--- config.mk ---
export PLATFORM = sky130hd
export DESIGN_NAME = if_fetch_unit
export DESIGN_NICKNAME = d
export VERILOG_FILES = /design/src/rtl/if_fetch_unit.sv
export SDC_FILE = /design/constraint.sdc
export NUM_CORES = 1
export LEC_CHECK = 0
export ABC_AREA = 1
export BUFFER_PORTS_ARGS = -buffer_cell sky130_fd_sc_hd__clkbuf_2
export CAP_MARGIN = 10
export CORE_ASPECT_RATIO = 1.1
export CORE_MARGIN = 2
export CORE_UTILIZATION = 34
export CTS_CLUSTER_SIZE = 25
export DETAILED_ROUTE_END_ITERATION = 10
export HOLD_SLACK_MARGIN = 0.15
export PLACE_DENSITY_LB_ADDON = 0.05
export SLEW_MARGIN = 5
export SYNTH_ARGS = -nofsm -noshare
export SYNTH_HDL_FRONTEND = slang
export SYNTH_SLANG_ARGS = --single-unit
--- constraint.sdc ---
create_clock -name clk -period 1.6 [get_ports clk]
set_input_delay 0.08 -clock clk [delete_from_list [all_inputs] [get_ports clk]]
set_output_delay 0.08 -clock clk [all_outputs]
set_load 0.02 [all_outputs]
--- src/rtl/if_fetch_unit.sv ---
// Instruction-fetch stage: owns the PC, issues one IM read at a time, holds the word for IF/ID.
// Optional performance counters are enabled with `define IF_FETCH_PERF_EN.
module if_fetch_unit #(
  parameter logic [31:0] RESET_PC = 32'h0000_0000,
  parameter logic [31:0] NOP_INST = 32'h0000_0013
) (
  input  logic        clk,
  input  logic        rst,
  input  logic        stall_CPU,
  input  logic        jb,
  input  logic [31:0] jb_target,
  output logic        im_req_valid,
  input  logic        im_req_ready,
  output logic [31:0] im_req_addr,
  input  logic        im_rsp_valid,
  input  logic [31:0] im_rsp_data,
  output logic [31:0] F_pc_out,
  output logic [31:0] F_inst_out,
  output logic        F_inst_valid,
  output logic        stall_AXI,
  output logic [31:0] perf_stall_cnt,
  output logic [31:0] perf_kill_cnt
);

  typedef enum logic [1:0] {IDLE, REQ, WAIT, DONE} state_t;

  state_t      state_q;
  logic [31:0] pc_q;
  logic        redir_pend_q;
  logic [31:0] redir_pc_q;
  logic        kill_q;
  logic [31:0] held_inst_q;

  logic        take_jb;
  logic [31:0] jb_tgt_al;
  logic        redir_d;
  logic [31:0] redir_pc_d;
  logic        discard_d;

  assign take_jb   = jb & ~stall_CPU;
  assign jb_tgt_al = {jb_target[31:2], 2'b00};
  // A redirect arriving in the same cycle as the response still wins over the stored one.
  assign redir_d    = kill_q | redir_pend_q | take_jb;
  assign redir_pc_d = take_jb ? jb_tgt_al : redir_pc_q;
  assign discard_d  = (state_q == WAIT) & im_rsp_valid & redir_d;

  always_ff @(posedge clk or negedge rst) begin
    if (!rst) begin
      state_q      <= IDLE;
      pc_q         <= RESET_PC;
      redir_pend_q <= 1'b0;
      redir_pc_q   <= '0;
      kill_q       <= 1'b0;
      held_inst_q  <= NOP_INST;
    end else begin
      case (state_q)
        IDLE: state_q <= REQ;
        REQ: begin
          if (take_jb) begin
            redir_pend_q <= 1'b1;
            kill_q       <= 1'b1;
            redir_pc_q   <= jb_tgt_al;
          end
          if (im_req_ready) state_q <= WAIT;
        end
        WAIT: begin
          if (im_rsp_valid) begin
            if (redir_d) begin
              pc_q         <= redir_pc_d;
              redir_pend_q <= 1'b0;
              kill_q       <= 1'b0;
              state_q      <= REQ;
            end else begin
              held_inst_q <= im_rsp_data;
              state_q     <= DONE;
            end
          end else if (take_jb) begin
            redir_pend_q <= 1'b1;
            kill_q       <= 1'b1;
            redir_pc_q   <= jb_tgt_al;
          end
        end
        DONE: begin
          if (!stall_CPU) begin
            pc_q        <= jb ? jb_tgt_al : pc_q + 32'd4;
            held_inst_q <= NOP_INST;
            state_q     <= REQ;
          end
        end
        default: state_q <= IDLE;
      endcase
    end
  end

  assign im_req_valid = (state_q == REQ);
  assign im_req_addr  = pc_q;
  assign F_pc_out     = pc_q;
  assign F_inst_valid = (state_q == DONE);
  assign F_inst_out   = (state_q == DONE) ? held_inst_q : NOP_INST;
  assign stall_AXI    = (state_q != DONE) | redir_pend_q;

`ifdef IF_FETCH_PERF_EN
  logic [31:0] stall_cnt_q;
  logic [31:0] kill_cnt_q;

  always_ff @(posedge clk or negedge rst) begin
    if (!rst) begin
      stall_cnt_q <= '0;
      kill_cnt_q  <= '0;
    end else begin
      if (stall_AXI && stall_cnt_q != '1) stall_cnt_q <= stall_cnt_q + 32'd1;
      if (discard_d && kill_cnt_q != '1)  kill_cnt_q  <= kill_cnt_q + 32'd1;
    end
  end

  assign perf_stall_cnt = stall_cnt_q;
  assign perf_kill_cnt  = kill_cnt_q;
`else
  logic unused_perf;
  assign unused_perf    = discard_d;
  assign perf_stall_cnt = '0;
  assign perf_kill_cnt  = '0;
`endif

`ifndef SYNTHESIS
  // Responses before the first accept since reset are late replies to a pre-reset request.
  logic acc_seen_q;
  always_ff @(posedge clk or negedge rst) begin
    if (!rst) begin
      acc_seen_q <= 1'b0;
    end else begin
      if (state_q == REQ && im_req_ready) acc_seen_q <= 1'b1;
      assert (!(im_rsp_valid && state_q != WAIT && acc_seen_q));
      assert (!(state_q == DONE && redir_pend_q));
    end
  end
`endif

endmodule
==> results.json, run 1 <==
{
  "worst_slack_ns": -0.0920,
  "wl_per_cell_um": 14.2,
  "antenna_found_initial": 0,
  "hold_violations": 0,
  "rsz0062_at_grt": "yes",
  "cp_max_fo": 11,
  "arrival_ns": 1.99,
  "syn_area_um2": 6570,
  "core_um2": 19000,
  "routed_wirelength_um": 20900,
  "grt_max_degree": 51,
  "worstPathCellList": "buf_6, ha_4, clkinv_8, o21ai_4, a21oi_4, o21a_2, nand2_4, inv_8, clkbuf_16, nand2_1, nand2_1",
  "first_pass_iters": 4,
  "final_core_util": 0.519,
  "yosysMostFrequentCell": "nand2_1",
  "synthArstFlopShare": 1.00,
  "setup_viol": 99,
  "crit_type": "reg2reg",
  "row_count": 53,
  "die_w_um": 137,
  "fin_crit_ns": 1.69,
  "outcome": "complete, but fails checks",
  "skew_ns": 0.0100,
  "hold_class": "in2reg",
  "clkTransAtPathRegs_ns": 0.07,
  "ff2ff_path_depth": 11,
  "cts_tree": "built",
  "power_density_nw_per_um2": 1810,
  "htreeDepth": 3,
  "ys_seq_area_frac": 0.382,
  "grt_use_met1": 0.246,
  "dieArea_um2": 20400,
  "synth_cells": 947,
  "yosys.cell_types.count": 37,
  "reg2reg_from": "state_q[0]",
  "grt_use_met3": 0.0271,
  "grt_pass1_vias": 6275,
  "max_clock_freq_mhz": 591,
  "pin_count": 233,
  "finalSetupTns_ns": -5.91,
  "drt_iter0_drc": 263,
  "drive_above_1_share": 0.355,
  "die_y_um": 150,
  "hpwl_um": 14200,
  "r2r_slack_ns": -0.09,
  "synth.top_cell.area_share": 0.370,
  "peakVddDrop_v": 0.00105,
  "nNetsFinal": 1289,
  "grt-busiest-layer": "met2",
  "drv_slew": 0,
  "slowest_delay_ns": 0.40,
  "ys_ff_latch": 100,
  "grt.total_usage": 0.200,
  "hold_depth": 5,
  "synthTopCellsByArea": "dfrtp_1 37%, nand2_1 17%, buf_4 11%",
  "synth_largest_area_cell": "dfrtp_1",
  "violations": "setup timing",
  "preCtsSetupSlack_ns": -0.131,
  "via_per_inst": 4.50,
  "clk_path_buf_depth": 2,
  "crit_path_frequent_cell": "nand2_1",
  "grt_use_met2": 0.360,
  "start_util": 0.345,
  "clock_latency_ns": 0.36,
  "synthTopCellsByCount": "291 x nand2_1, 104 x inv_1, 100 x buf_4, 97 x dfrtp_1, 79 x nor2_1",
  "fillers": 1854,
  "ant_nets": 0,
  "remaining_drc_errors": 0,
  "cellLeakagePower_nw": 5.20,
  "drv_cap": 0,
  "fin_crit_sh": 1.06,
  "synth_flop_cell": "dfrtp_1",
  "cts_inserted_buffers": 9,
  "gp_congestion": 0.799,
  "area_growth_pct": 50.5,
  "whs_endpoint": "state_q[1]",
  "cp_slowest_cell": "dfrtp_1",
  "diodes": 0,
  "start_kind": "flip-flop",
  "grt_pass1_wl_um": 31800,
  "clock-sinks": 100,
  "cp-end-kind": "flip-flop",
  "cts-root-buf": "clkbuf_16",
  "place.port_buffers": 166,
  "yosysWarningCount": 0,
  "rr_endpoint": "held_inst_q[18]",
  "overflow": 0,
  "holdCritStartpoint": "im_req_ready",
  "critPathRequiredTime_ns": 1.89,
  "vias": 6598,
  "avgSynthCellArea_um2": 6.94,
  "synth_edf_count": 0
}
==> through the flow <==
step | cell area, um2 | cells | hold WS [ns] | power, W
6_report | 9880 | 1467 | 0.152 | 0.0179
5_1_grt | 9880 | 1467 | 0.196 | 0.0192
4_1_cts | 9260 | 1460 | 0.153 | 0.0168
3_5_place_dp | 7760 | 1366 | -0.0996 | 0.0133
3_3_place_gp | 7760 | 1366 | -0.0952 | 0.0132
2_1_floorplan | 6860 | 1010 | -0.216 | 0.0104
==> placed cells by master (no fill, tap or decap), types with 3 or more instances in the layout <==
cell type        n
nand2_1        253
clkbuf_2       131
dfrtp_1         95
inv_1           74
buf_4           70
dlygate4sd3_1   65
conb_1          64
o21ai_0         63
nor2_1          61
nand3_1         39
a21oi_1         36
inv_2           35
a21oi_2         23
nand2_4         21
nand2_2         21
buf_8           19
nor2_2          15
clkbuf_16       14
buf_6           14
buf_12          14
nor2_4          12
o21ai_1          9
clkbuf_8         9
a22oi_1          6
o22ai_1          6
a21oi_4          5
xor2_1           4
a22oi_2          3
o211ai_1         3
a31oi_1          3
dfstp_2          3
==> worst max-delay path, delay by kind of cell, from the launching register on <==
family	cells	cell delay, ns
AO/OA/AOI/OAI	3	0.42
adder cells (fa/ha/maj)	1	0.18
buffers and inverters	4	0.44
flip-flops	1	0.40
AND/OR/NAND/NOR	3	0.18
==> state kept, by name, summed over array words and instances, names as in the netlist <==
name / count
F_pc_out: 32
held_inst_q: 32
redir_pc_q: 32
state_q: 2
kill_q: 1
redir_pend_q: 1
==> how the worst max path moves through the flow <==
stage | slack (ns) | cells past startpoint | endpoint | from
after floorplan | -0.08 | 11 | redir_pc_q[20] | state_q[1]
after global placement | -0.09 | 9 | F_pc_out[23] | state_q[0]
after detailed placement | -0.13 | 10 | F_pc_out[4] | state_q[0]
after CTS | -0.11 | 11 | held_inst_q[24] | state_q[0]
after global routing | -0.18 | 11 | F_pc_out[4] | state_q[0]
final | -0.09 | 11 | held_inst_q[18] | state_q[0]
==> layout make-up <==
cell class              count  area (um2)  share of cell area
clock inverters             5        82.6             0.00836
well taps                 247         309              0.0313
repair buffers            328        2850               0.288
inverters                 112         453              0.0458
multi-input cells         664        3440               0.348
flip-flops and latches    100        2510               0.254
clock buffers              11         243              0.0246
==> repair_timing <==
item | in CTS | in global routing
endpoints found under the setup margin | 122 | 127
hold buffers | 65 | 0
cloned | 2 | 6
pin swaps | 9 | 18
gates resized for setup | 107 | 175
buffers inserted | 11 | 1
endpoints found under the hold margin | 188 | 0
==> per-layer routing <==
| layer | routed length (um) | part of all wire |
|---|---|---|
| met5 | 0 | 0 |
| met4 | 333 | 0.016 |
| met3 | 916 | 0.044 |
| met2 | 11000 | 0.52 |
| met1 | 8700 | 0.42 |
==> power breakdown <==
part / switching, W / total (W) / internal (W)
registers: 0.00105 / 0.00480 / 0.00375
logic: 0.00606 / 0.0106 / 0.00453
clock network: 0.00106 / 0.00248 / 0.00142
total: 0.00818 / 0.0179 / 0.00970
==> logic make-up after synthesis <==
logic type / synth area share
simple gates: 0.264
buf+inv: 0.206
compound gates: 0.131
flops: 0.382
fa+ha+maj: 0.00762
xor+xnor: 0.00533
mux: 0.00305
other cells: 0.000571
Note: power is estimated with default switching activity, not from simulation.
==> run 2, diff against run 1 <==
--- a/config.mk
+++ b/config.mk
@@ -5,12 +5,14 @@
 export SDC_FILE = /design/constraint.sdc
 export NUM_CORES = 1
 export LEC_CHECK = 0
-export ABC_AREA = 1
+export ABC_AREA = 0
 export BUFFER_PORTS_ARGS = -buffer_cell sky130_fd_sc_hd__clkbuf_2
 export CAP_MARGIN = 10
+export CELL_PAD_IN_SITES_DETAIL_PLACEMENT = 1
+export CELL_PAD_IN_SITES_GLOBAL_PLACEMENT = 1
 export CORE_ASPECT_RATIO = 1.1
 export CORE_MARGIN = 2
-export CORE_UTILIZATION = 34
+export CORE_UTILIZATION = 33
 export CTS_CLUSTER_SIZE = 25
 export DETAILED_ROUTE_END_ITERATION = 10
 export HOLD_SLACK_MARGIN = 0.15
==> results.json, run 2 <==
{
  "vias": 5740,
  "muxShareOfSynthArea": 0.0583,
  "holdWs_ns": 0.235,
  "finalSetupTns_ns": -35.08,
  "cts-root-buf": "clkbuf_16",
  "yosys.cell_types.count": 60,
  "cp_max_fo": 11,
  "synth_edf_count": 0,
  "clock_latency_ns": 0.35,
  "skew_ns": 0.00609,
  "start_util": 0.336,
  "hpwl_um": 13600,
  "first_pass_iters": 4,
  "pin_count": 233,
  "via_per_inst": 4.95,
  "syn_area_um2": 5970,
  "tightest_slew_ns": 0.598,
  "rsz0062_at_grt": "yes",
  "die_w_um": 132,
  "final_cells": 1160,
  "synth.top_cell.area_share": 0.407,
  "die_y_um": 145,
  "area_growth_pct": 46.1,
  "synth-xor-area-share": 0,
  "final_common_cell": "clkbuf_2",
  "yosys.area_share.simple": 0.187,
  "cellLeakagePower_nw": 4.22,
  "ys_ff_latch": 100,
  "dp.cells": 1065,
  "routed_wirelength_um": 20700,
  "crit_type": "reg2reg",
  "grt_max_degree": 101,
  "power_density_nw_per_um2": 1810,
  "fillers": 2070,
  "overflow": 0,
  "hold_violations": 0,
  "finalInstanceArea_um2": 8710,
  "ant_nets": 0,
  "final_cell_mix": "142 x clkbuf_2, 96 x dfrtp_1, 85 x buf_4",
  "synthArstFlopShare": 1.00,
  "gp_congestion": 0.784,
  "synth_compound_gate_area_share": 0.166,
  "core_um2": 17700,
  "post_dp_cell_area_um2": 7270,
  "final_core_util": 0.491,
  "hold_class": "in2reg",
  "wl_per_cell_um": 17.9,
  "yosysMostFrequentCell": "buf_4",
  "drive_above_1_share": 0.414,
  "synthTopCellsByArea": "dfrtp_1 41%, buf_4 13%, mux2_2 5.7%",
  "synth_largest_area_cell": "dfrtp_1",
  "synth_cells": 641,
  "nNetsFinal": 991,
  "synthTopCellsByCount": "100 x buf_4, 97 x dfrtp_1, 84 x nand2_1, 40 x nand3_1, 36 x and2_1",
  "start_kind": "flip-flop",
  "arrival_ns": 2.23,
  "synth_flop_cell": "dfrtp_1",
  "critPathRequiredTime_ns": 1.84,
  "diodes": 0,
  "row_count": 51,
  "max_clock_freq_mhz": 502,
  "grt_pass1_vias": 6071,
  "fin_crit_ns": 1.99,
  "drv_slew": 0,
  "cts_inserted_buffers": 9,
  "grt_pass1_wl_um": 32600,
  "cp_top_family": "buffers and inverters",
  "synth-adder-area-share": 0.00839,
  "setup_viol": 131,
  "clock-sinks": 100,
  "worst_slack_ns": -0.391,
  "yosysWarningCount": 0,
  "drv_cap": 0,
  "remaining_drc_errors": 0,
  "cp-end-kind": "flip-flop",
  "clkTransAtPathRegs_ns": 0.07,
  "peakVddDrop_v": 0.000813,
  "htreeDepth": 3,
  "worstPathCellList": "inv_2, ha_4, buf_4, o21a_1, a21boi_4, buf_12, clkbuf_16, mux2_2",
  "cts_tree": "built",
  "grt.total_usage": 0.211,
  "antenna_found_initial": 0,
  "fin_crit_sh": 1.24,
  "drt_iter0_drc": 184,
  "slowest_delay_ns": 0.40,
  "cp.buffers_inverters": 4,
  "slew-limit-headroom": 0.601,
  "synth_top_family_by_area": "simple AND/OR/NAND/NOR gates",
  "cp_slowest_cell": "dfrtp_1",
  "violations": "setup timing",
  "dieArea_um2": 19200,
  "ys_seq_area_frac": 0.420,
  "outcome": "complete, but fails checks",
  "clk_path_buf_depth": 2,
  "place.port_buffers": 166,
  "avgSynthCellArea_um2": 9.31
}
[run 2: cell count changes after synthesis, moves of 7 or more]
cell,before,now
a21oi_1,63,34
a22oi_1,9,0
and2_1,1,36
and3_1,0,9
inv_1,104,4
mux2_2,0,30
nand2_1,291,84
nand4_1,1,8
nor2_1,79,25
o21ai_0,68,17
o22a_1,0,13
o22ai_1,8,18
[run 2: cells by family (layout without fill, tap and decap cells)]
kind of cell,Yosys count,after routing
AOI/OAI and AO/OA,141,143
adders and majority gates,4,4
other,1,64
buffers and inverters,140,356
and+or+nand+nor,224,224
muxes,31,31
DFF,100,100
[run 2: per-layer routing]
| metal | part of all wire | GRT usage | vias up |
|---|---|---|---|
| met5 | 0 | 0 | - |
| met4 | 0.013 | 0.0618 | 0 |
| met3 | 0.042 | 0.0307 | 18 |
| met2 | 0.51 | 0.373 | 160 |
| met1 | 0.44 | 0.266 | 2901 |
| li1 | - | - | 2661 |
[run 2: where the power goes]
part,switching [W],internal (W)
registers,0.000796,0.00375
logic,0.00485,0.00391
clock network,0.00102,0.00142
[run 2: final cells by class]
type	instances	area (um2)	area share
Timing Repair Buffer	334	2590	0.298
Multi-Input combinational cell	466	2960	0.340
Inverter	6	28.8	0.00330
Clock buffer	10	239	0.0274
Tap cell	238	298	0.0342
Clock inverter	6	87.6	0.0101
Sequential cell	100	2510	0.288
[run 2: stage by stage]
stage,worst slack [ns],power [W]
6_report,-0.391,0.0157
5_1_grt,-0.449,0.0168
4_1_cts,-0.366,0.0156
3_5_place_dp,-0.401,0.0124
3_3_place_gp,-0.346,0.0121
2_1_floorplan,-0.449,0.00977
[run 2: timing repair]
action,CTS,global route
resized for setup,43,61
hold buffers,65,0
hold endpoints to repair,180,0
setup endpoints to repair,131,131
pin swaps,3,6
setup buffers,5,4
gates cloned,4,2
[run 2: worst paths after layout]
| kind | from | to | slack, ns | cells after the start |
|---|---|---|---|---|
| worst max-delay path | state_q[0] | redir_pc_q[5] | -0.39 | 8 |
| worst min-delay path | stall_CPU | F_pc_out[0] | 0.23 | 4 |
| worst max register to register | state_q[0] | redir_pc_q[5] | -0.39 | 8 |
| worst min register to register | held_inst_q[10] | held_inst_q[10] | 0.46 | 2 |
| max in group asynchronous | rst | state_q[1] | 0.78 | 3 |
| min in group asynchronous | rst | redir_pc_q[22] | 0.32 | 3 |
[run 2: worst min-delay path, stage by stage]
cell and delay (ns):
clkbuf_2 0.12, buf_4 0.15, o2111ai_1 0.11, o211ai_1 0.09
